`src/rtl/pipe_hazard_ctrl_pkg.sv`:
```
// Shared constants for the pipeline hazard controller.
// Holds stage indices, the FSM state encoding and the default trap drain length.
// No logic; imported by pipe_hazard_ctrl and its watchdog.
package pipe_hazard_ctrl_pkg;

  // Stage indices of the 5-stage in-order core (bit 0 = youngest = PC/IF)
  localparam int STG_IF  = 0;
  localparam int STG_ID  = 1;
  localparam int STG_EX  = 2;
  localparam int STG_MEM = 3;
  localparam int STG_WB  = 4;

  // FSM encoding
  localparam logic [1:0] ST_RUN      = 2'd0;
  localparam logic [1:0] ST_DRAIN    = 2'd1;
  localparam logic [1:0] ST_REDIRECT = 2'd2;

  // Default number of unfrozen cycles older stages get to retire on trap entry
  localparam int DRAIN_CYC_DEF = 2;

endpackage

```
`src/rtl/pipe_hazard_ctrl_stall_watchdog.sv`:
```
// Saturating stall watchdog counter.
// Ports: clk/rst_n; en_i counts up (saturating), clr_i clears (wins over en_i);
// sat_o is high while the registered count is all ones.
module pipe_hazard_ctrl_stall_watchdog
  import pipe_hazard_ctrl_pkg::*;
#(
  parameter int WDT_W = 8
) (
  input  logic clk,
  input  logic rst_n,
  input  logic en_i,
  input  logic clr_i,
  output logic sat_o
);

  logic [WDT_W-1:0] cnt_q;
  logic [WDT_W-1:0] cnt_d;

  always_comb begin
    cnt_d = cnt_q;
    if (clr_i) begin
      cnt_d = '0;
    end else if (en_i && (cnt_q != '1)) begin
      cnt_d = cnt_q + WDT_W'(1);
    end
  end

  always_ff @(posedge clk or negedge rst_n) begin
    if (!rst_n) begin
      cnt_q <= '0;
    end else begin
      cnt_q <= cnt_d;
    end
  end

  // Decoded straight from the register, so no input-to-output path
  assign sat_o = (cnt_q == '1);

endmodule

```
`src/rtl/pipe_hazard_ctrl.sv`:
```
// Pipeline hazard controller: per-stage stall/flush, branch redirect, trap entry sequencing.
// Ports: stallreq_i per-stage hold requests; branch_i/branch_target_i and trap_i/trap_vec_i
// from the branch stage; stall_o/flush_o per stage; redirect_o/redirect_pc_o to PC unit;
// busy_o during trap entry; stall_timeout_o from the stall watchdog.
module pipe_hazard_ctrl
  import pipe_hazard_ctrl_pkg::*;
#(
  parameter int NSTAGE    = 5,
  parameter int XLEN      = 32,
  parameter int BR_STAGE  = STG_EX,
  parameter int DRAIN_CYC = DRAIN_CYC_DEF,
  parameter int WDT_W     = 8
) (
  input  logic              clk,
  input  logic              rst_n,
  input  logic [NSTAGE-1:0] stallreq_i,
  input  logic              branch_i,
  input  logic [XLEN-1:0]   branch_target_i,
  input  logic              trap_i,
  input  logic [XLEN-1:0]   trap_vec_i,
  output logic [NSTAGE-1:0] stall_o,
  output logic [NSTAGE-1:0] flush_o,
  output logic              redirect_o,
  output logic [XLEN-1:0]   redirect_pc_o,
  output logic              busy_o,
  output logic              stall_timeout_o
);

  localparam int CW = $clog2(DRAIN_CYC + 1);
  localparam logic [CW-1:0] DRAIN_LOAD = CW'(DRAIN_CYC - 1);

  // Stages at/below the branch stage, strictly below it, and strictly above it
  localparam logic [NSTAGE-1:0] LOW_MASK  = NSTAGE'((1 << (BR_STAGE + 1)) - 1);
  localparam logic [NSTAGE-1:0] BEL_MASK  = NSTAGE'((1 << BR_STAGE) - 1);
  localparam logic [NSTAGE-1:0] HIGH_MASK = ~LOW_MASK;

  logic [1:0]        state_q, state_d;
  logic [CW-1:0]     cnt_q, cnt_d;
  logic [XLEN-1:0]   vec_q, vec_d;

  logic [NSTAGE-1:0] stall_c;
  logic [NSTAGE-1:0] flush_c;
  logic              stall_acc;
  logic              redirect_c;
  logic [XLEN-1:0]   redirect_pc_c;

  logic              in_run;
  logic              br_free;
  logic              trap_take;
  logic              br_take;
  logic              drain_frz;
  logic              any_stall;

  assign in_run    = (state_q == ST_RUN);
  assign br_free   = ~stall_c[BR_STAGE];
  // Trap has priority over a branch presented in the same cycle
  assign trap_take = in_run & br_free & trap_i;
  assign br_take   = in_run & br_free & branch_i & ~trap_i;
  assign drain_frz = |(stall_c & HIGH_MASK);
  assign any_stall = |stall_c;

  always_comb begin
    // A request at stage k holds k and everything younger: suffix-OR from the top
    stall_c   = '0;
    stall_acc = 1'b0;
    for (int j = NSTAGE - 1; j >= 0; j--) begin
      stall_acc  = stall_acc | stallreq_i[j];
      stall_c[j] = stall_acc;
    end
    if (state_q == ST_DRAIN) begin
      stall_c = stall_c | LOW_MASK;
    end else if (state_q == ST_REDIRECT) begin
      stall_c = stall_c & ~LOW_MASK;
    end

    // Bubble into the first moving stage above a held one so the held
    // instruction is not also passed forward
    flush_c = '0;
    for (int k = 0; k < NSTAGE - 1; k++) begin
      flush_c[k+1] = stall_c[k] & ~stall_c[k+1];
    end

    redirect_c    = 1'b0;
    redirect_pc_c = '0;
    if (trap_take) begin
      flush_c = flush_c | LOW_MASK;
    end else if (br_take) begin
      flush_c       = flush_c | BEL_MASK;
      redirect_c    = 1'b1;
      redirect_pc_c = branch_target_i;
    end else if (state_q == ST_REDIRECT) begin
      flush_c       = flush_c | LOW_MASK;
      redirect_c    = 1'b1;
      redirect_pc_c = vec_q;
    end
  end

  always_comb begin
    state_d = state_q;
    cnt_d   = cnt_q;
    vec_d   = vec_q;
    case (state_q)
      ST_RUN: begin
        if (trap_take) begin
          state_d = ST_DRAIN;
          cnt_d   = DRAIN_LOAD;
          vec_d   = trap_vec_i;
        end
      end
      ST_DRAIN: begin
        // Older stages still stalled: they have not retired, so do not spend a drain cycle
        if (!drain_frz) begin
          if (cnt_q == '0) begin
            state_d = ST_REDIRECT;
          end else begin
            cnt_d = cnt_q - CW'(1);
          end
        end
      end
      ST_REDIRECT: begin
        state_d = ST_RUN;
      end
      default: begin
        state_d = ST_RUN;
      end
    endcase
  end

  always_ff @(posedge clk or negedge rst_n) begin
    if (!rst_n) begin
      state_q <= ST_RUN;
      cnt_q   <= '0;
      vec_q   <= '0;
    end else begin
      state_q <= state_d;
      cnt_q   <= cnt_d;
      vec_q   <= vec_d;
    end
  end

  // Watchdog only observes RUN; it holds across trap entry
  pipe_hazard_ctrl_stall_watchdog #(
    .WDT_W (WDT_W)
  ) u_wdt (
    .clk   (clk),
    .rst_n (rst_n),
    .en_i  (in_run & any_stall),
    .clr_i (in_run & ~any_stall),
    .sat_o (stall_timeout_o)
  );

  // Combinational outputs are forced low while reset is asserted
  assign stall_o       = rst_n ? stall_c : '0;
  assign flush_o       = rst_n ? flush_c : '0;
  assign redirect_o    = rst_n & redirect_c;
  assign redirect_pc_o = rst_n ? redirect_pc_c : '0;
  assign busy_o        = rst_n & ~in_run;

endmodule

```
`config.mk`:
```
export PLATFORM = sky130hd
export DESIGN_NAME = pipe_hazard_ctrl
export DESIGN_NICKNAME = d
export VERILOG_FILES = /design/src/rtl/pipe_hazard_ctrl_pkg.sv /design/src/rtl/pipe_hazard_ctrl_stall_watchdog.sv /design/src/rtl/pipe_hazard_ctrl.sv
export SDC_FILE = /design/constraint.sdc
export NUM_CORES = 1
export LEC_CHECK = 0
export CAP_MARGIN = 0
export CORE_MARGIN = 4
export CORE_UTILIZATION = 41
export DETAILED_ROUTE_END_ITERATION = 8
export PLACE_DENSITY_LB_ADDON = 0.1
export SKIP_CTS_REPAIR_TIMING = 1
export SLEW_MARGIN = 20
export SYNTH_ARGS = -nofsm -noshare
export SYNTH_HDL_FRONTEND = slang
export SYNTH_SLANG_ARGS = --single-unit
export TNS_END_PERCENT = 50
```
`constraint.sdc`:
```
create_clock -name clk -period 2.6 [get_ports clk]
set_clock_uncertainty 0.2 [all_clocks]
set_input_delay 0.52 -clock clk [delete_from_list [all_inputs] [get_ports clk]]
set_output_delay 0.52 -clock clk [all_outputs]
set_load 0.01 [all_outputs]
```
# Word level (Yosys, flattened, before mapping)
# Cells that the tools add are included.
op_classes:
  addsub: 2
  eq_ne: 8
  n_mux: 23
  n_bitwise: 23
  reduce_logical: 10
op_table:
  columns: ["cell", "n"]
  rows:
  - ["$mux W32", 4]
  - ["$mux W8", 2]
  - ["$mux W3", 5]
  - ["$and A1 B1 Y1", 12]
  - ["$mux W2", 5]
  - ["$mux W5", 2]
  - ["$add A8 B1 Y8 const B", 1]
  - ["$eq A8 B8 Y1 const B", 1]
  - ["$ne A8 B8 Y1 const B", 1]
  - ["$pmux W2 S2", 2]
  - ["$not A1 Y1", 7]
  - ["$reduce_or A5 Y1", 1]
  - ["$logic_not A2 Y1", 2]
  - ["$ne A2 B1 Y1 const B", 2]
  - ["$ne A2 B2 Y1 const B", 2]
  - ["$or A1 B1 Y1", 4]
  - ["$reduce_and A4 Y1", 1]
  - ["$reduce_bool A2 Y1", 2]
  - ["$mux W1", 3]
  - ["$reduce_and A3 Y1", 1]
  - ["$eq A2 B1 Y1 const B", 1]
  - ["$eq A2 B2 Y1 const B", 1]
  - ["$reduce_and A2 Y1", 1]
  - ["$reduce_or A2 Y1", 1]
  - ["2 further kinds", 2]
word_totals:
  regBits: 44
  inputBits: 73
  output_inout_bits: 45
  wordCells: 70

# Depth between registers and ports, before layout
logic_depth:
  word_depth: 13
  ltp_mapped: 7
  ltp_nobuf: 6

# Cells and area by module
# From an unflattened synthesis, not the netlist that was laid out.
unflattened:
  cells_unflattened: 290
  hier_area_um2: 2676.3
by_module_without_submodules:
  columns: ["mod", "instances", "cells_each", "area_per_inst_um2", "seq_area_each_um2"]
  rows:
  - ["pipe_hazard_ctrl", 1, 243, 2202.1, 900.9]
  - ["pipe_hazard_ctrl_stall_watchdog", 1, 47, 474.2, 200.2]

# Least setup slack after synthesis
# Ideal clock, no wire load.
synth_timing:
  path_type: "input to output"
  from: "in stallreq_i[4]"
  to: "out redirect_pc_o[10]"
  arrival_time_ps: 1673
  required_time_ps: 1880
  slack_ps: 207
  cell_stages: 6
  path_buffers: 2
  path_cell_list: "nor3_1 -> and4b_1 -> buf_2 -> buf_2 -> a22oi_1 -> nor2_1"
synth_between:
  elab_chain_len: 11
  elab_cells_between_ends: 12
  cone_classes: "mux: 5; bitwise: 7"
synth_lines:
  columns: ["element", "line", "rtl"]
  rows:
  - ["from (decl)", "pipe_hazard_ctrl.sv:16", "input logic [NSTAGE-1:0] stallreq_i,"]
  - ["$or A1 B1 Y1 (*) (2 in a row)", "pipe_hazard_ctrl.sv:67", "stall_acc = stall_acc | stallreq_i[j];"]
  - ["$mux W3 (*)", "pipe_hazard_ctrl.sv:72", "end else if (state_q == ST_REDIRECT) begin"]
  - ["$mux W3 (*)", "pipe_hazard_ctrl.sv:70", "if (state_q == ST_DRAIN) begin"]
  - ["$not A1 Y1 (*)", "pipe_hazard_ctrl.sv:55", "assign br_free = ~stall_c[BR_STAGE];"]
  - ["$and A1 B1 Y1 (*)", "pipe_hazard_ctrl.sv:57, pipe_hazard_ctrl.sv:58", null]
  - ["$and A1 B1 Y1 (2 in a row)", "pipe_hazard_ctrl.sv:58", "assign br_take = in_run & br_free & branch_i & ~trap_i;"]
  - ["$mux W32", "pipe_hazard_ctrl.sv:87", "end else if (br_take) begin"]
  - ["$mux W32 (*)", "pipe_hazard_ctrl.sv:85", "if (trap_take) begin"]
  - ["$mux W32 (*)", "pipe_hazard_ctrl.sv:156", "assign redirect_pc_o = rst_n ? redirect_pc_c : '0;"]
  - ["to (decl)", "pipe_hazard_ctrl.sv:24", "output logic [XLEN-1:0] redirect_pc_o,"]
# Mark *: on every way between the ends. The rest lies on a longest branch, timed or not.

# Final worst setup path
layout_timing:
  from: "in stallreq_i[4]"
  to: "out stall_o[0]"
layout_between:
  elab_chain_len: 7
layout_lines:
  columns: ["element", "line", "rtl"]
  rows:
  - ["$or A1 B1 Y1 (4 in a row)", "pipe_hazard_ctrl.sv:67", null]
  - ["$mux W3", "pipe_hazard_ctrl.sv:72", null]
  - ["$mux W3", "pipe_hazard_ctrl.sv:70", null]
  - ["$mux W5", "pipe_hazard_ctrl.sv:153", "assign stall_o = rst_n ? stall_c : '0;"]
  - ["to (decl)", "pipe_hazard_ctrl.sv:21", "output logic [NSTAGE-1:0] stall_o,"]
# Every way passes these cells.

==> results.md <==
* Vias in the first global route at 2360
* Most frequent CP cell: dlymetal6s2s_1
* Worst min path class: input port to async pin
* Max Cap Viol at 0
* Leakage at between 0.002 and 0.0025 µW
* Num CTS Buffers at 5
* WP data arrival at 1.84 ns
* N_diodes at 0
* Non-filler instance count after layout at 457
* CTS H-tree depth at 2
* Avg WL per Cell at 16.6 µm
* Rel. slew slack at 0.734
* Dpl cells at about 440
* Switching pwr at between 800 and 900 µW
* Yosys cell types at 38
* Remaining antenna violation count after routing at 0
* CTS Buffer Depth at 2
* Hold Fails Final Rpt at 0
* GRT Total Usage at 0.190
* Final WL at 7.59 mm
* TritonRoute pass-1 iters at 4
* Ranking of synthesized cells by area: dfrtp_1 45%, mux2_2 15%, a22oi_1 9.8%
* Area Overhead vs Synth at 69.2%
* Fill count at 425
* #FFs+latches synth at 44
* Die Width at 85.3 µm
* Logic gate share of total power at 0.357
* Tot Pwr at roughly 2600 µW
* Core Region at around 5600 µm²
* Final period util at 0.986
* Met3 Track Usage GR at 0.0466
* Met2 Use GR at 0.315
* Most frequent cells after synthesis: 50 x nor2_1, 44 x dfrtp_1, 33 x mux2_2, 32 x a22oi_1, 9 x buf_2
* Max Slew Vio Count at 0
* WS Path Type: input port to output pin
* CTS tree: built
* Top FF cell, synth: dfrtp_1
* Root buf cell: clkbuf_8
* Mapped Nets at 314
* First-pass GRT wire length at 11.2 mm
* Nature of the critical path startpoint: input port
* Port buffer count at roughly 120
* Reg power frac at 0.471
* Post-route setup TNS at 0 ns
* P_int at 1770 µW
* Die outline area at between 7000 and 8000 µm²
* Most common cell in the netlist: nor2_1
* CTS Sinks at 44
* Status: completed
* Ratio of cells with drive above 1 in the final layout at 0.249
* Power per cell area at 629 nW/µm²
* # setup viols final at 0
* IO Count at 118
* CP required at 1.88 ns
* Total gr overflow at 0
* Crit-path slowest cell: or4_4
* Slowest stage delay, CP at roughly 0.52 ns
* Area leader, netlist: dfrtp_1
* Design area at 4140 µm²
* Clock Power Share at 0.172
* Std cell rows at 27
* DP Area at 3840 µm²
* Worst slew pin tran at 0.397 ns
* Vias per cell at 5.23
* Cell Area, Synth at 2450 µm²
* Post-synthesis instance total at 239
* Clock transition at the registers of the reported paths at 0.08 ns
* Starting density of the core at 0.434
* Fmax at 390 MHz
* Remaining DRCs at 0
* Post-synth EDFFs at 0
* Worst VDD drop at 0.000418 V
* Sw frac at 0.321
* DPL Wire Length at 5.33 mm
* Routability cong. at 0.856
* CP endpoint kind: output pin
* Crit-path leading delay family: simple AND/OR/NAND/NOR gates
* Synth warn at 0
* Worst-path maximum fanout at 3
* Synth top area share at 0.450
* CP Buf/Inv Count at 3
* Die Span Y at 85.3 µm
* Largest net degree at the start of global routing at 33
* Asr flop ratio synth at 1.00
* Post-Syn Area per Cell at 10.2 µm²
* Register area share after synthesis at 0.450
* Worst skew pair latency at between 0.2 and 0.3 ns
* Initial DRC count at roughly 150
* Nets at 459
* Initial antenna violation count at 0
* Top Usage Layer GRT: met2
* CP Cell Sequence: dlymetal6s2s_1, or4_4, buf_4, nor2_1, o21ai_0, and2_1, dlymetal6s2s_1
* Number of vias in the routed layout at 2392
* Tmin final at 2.56 ns
* M1 GR Usage at 0.244
==> power groups by stage <==
stage	clock (µW)	combinational [µW]	sequential, µW
final	447	930	1230
after floorplan	0	596	1160
after global placement	0	889	1220
after CTS	461	926	1220
after detailed placement	0	925	1230
after global routing	493	1030	1270
==> sequential cells by signal, summed over array words and instances (netlist names) <==
signal	count
u_wdt.cnt_q	8
cnt_q	2
state_q	2
vec_q	32
==> final timing paths <==
check / to / slack, ns / start / cells after the start
hold reg to reg: vec_q[17] / 0.31 / vec_q[17] / 1
hold / removal: u_wdt.cnt_q[6] / 0.05 / rst_n / 2
max in group asynchronous: vec_q[18] / 1.67 / rst_n / 2
setup reg to reg: cnt_q[0] / 0.78 / state_q[1] / 6
min in group clk: vec_q[17] / 0.31 / vec_q[17] / 1
setup / recovery: stall_o[0] / 0.04 / stallreq_i[4] / 7
==> stage by stage <==
step | hold WS [ns] | utilization | setup WS (ns)
global placement | 0.148 | 0.681 | -0.627
floorplan | 0.0244 | - | 0.207
detailed placement | 0.149 | 0.681 | -0.644
global route | 0.0564 | 0.734 | -0.0139
finish | 0.0466 | 0.734 | 0.0372
CTS | -0.167 | 0.697 | -0.649
==> worst reg2reg max path: stages, from the launching register on <==
cell	delay (ns)
dfrtp_1	0.40
nor2_2	0.14
buf_4	0.16
nand3_2	0.11
buf_4	0.27
a21oi_1	0.27
a2bb2oi_1	0.19
==> kinds of logic after synthesis <==
kind of cell | Yosys count | synth area share
compound gates | 50 | 0.148
simple gates | 80 | 0.160
mux | 34 | 0.156
buf+inv | 21 | 0.0460
flops | 44 | 0.450
fa+ha+maj | 5 | 0.0225
xor+xnor | 5 | 0.0179
==> final cells by class <==
| cell class | count | area [µm²] | area share |
|---|---|---|---|
| clock buffers | 7 | 86.3 | 0.0209 |
| clock inverters | 1 | 7.51 | 0.00181 |
| inverters | 5 | 18.8 | 0.00453 |
| multi-input cells | 174 | 1260 | 0.304 |
| flip-flops and latches | 44 | 1100 | 0.266 |
| well taps | 72 | 90.1 | 0.0218 |
| repair buffers | 154 | 1580 | 0.381 |
==> metal layers <==
layer	vias up	share of wire
met5	-	0
met4	0	0.016
met3	12	0.082
met2	104	0.48
met1	1130	0.42
li1	1146	-
==> layout by cell type, fill, tap and decap left out, drive strengths merged, types with 2 or more instances in the layout <==
| cell | n |
|---|---|
| and3 | 2 |
| mux2 | 33 |
| nand4 | 2 |
| a21oi | 3 |
| o211ai | 3 |
| dfrtp | 44 |
| a22oi | 32 |
| nor2b | 5 |
| o21ai | 4 |
| inv | 5 |
| and2 | 3 |
| dlymetal6s2s | 38 |
| ha | 2 |
| nand2 | 7 |
| nor3 | 2 |
| clkbuf | 15 |
| nor2 | 50 |
| xor2 | 5 |
| clkdlybuf4s50 | 70 |
| maj3 | 3 |
| buf | 37 |
| nand3 | 3 |
Note: power is estimated with default switching activity, not from simulation.
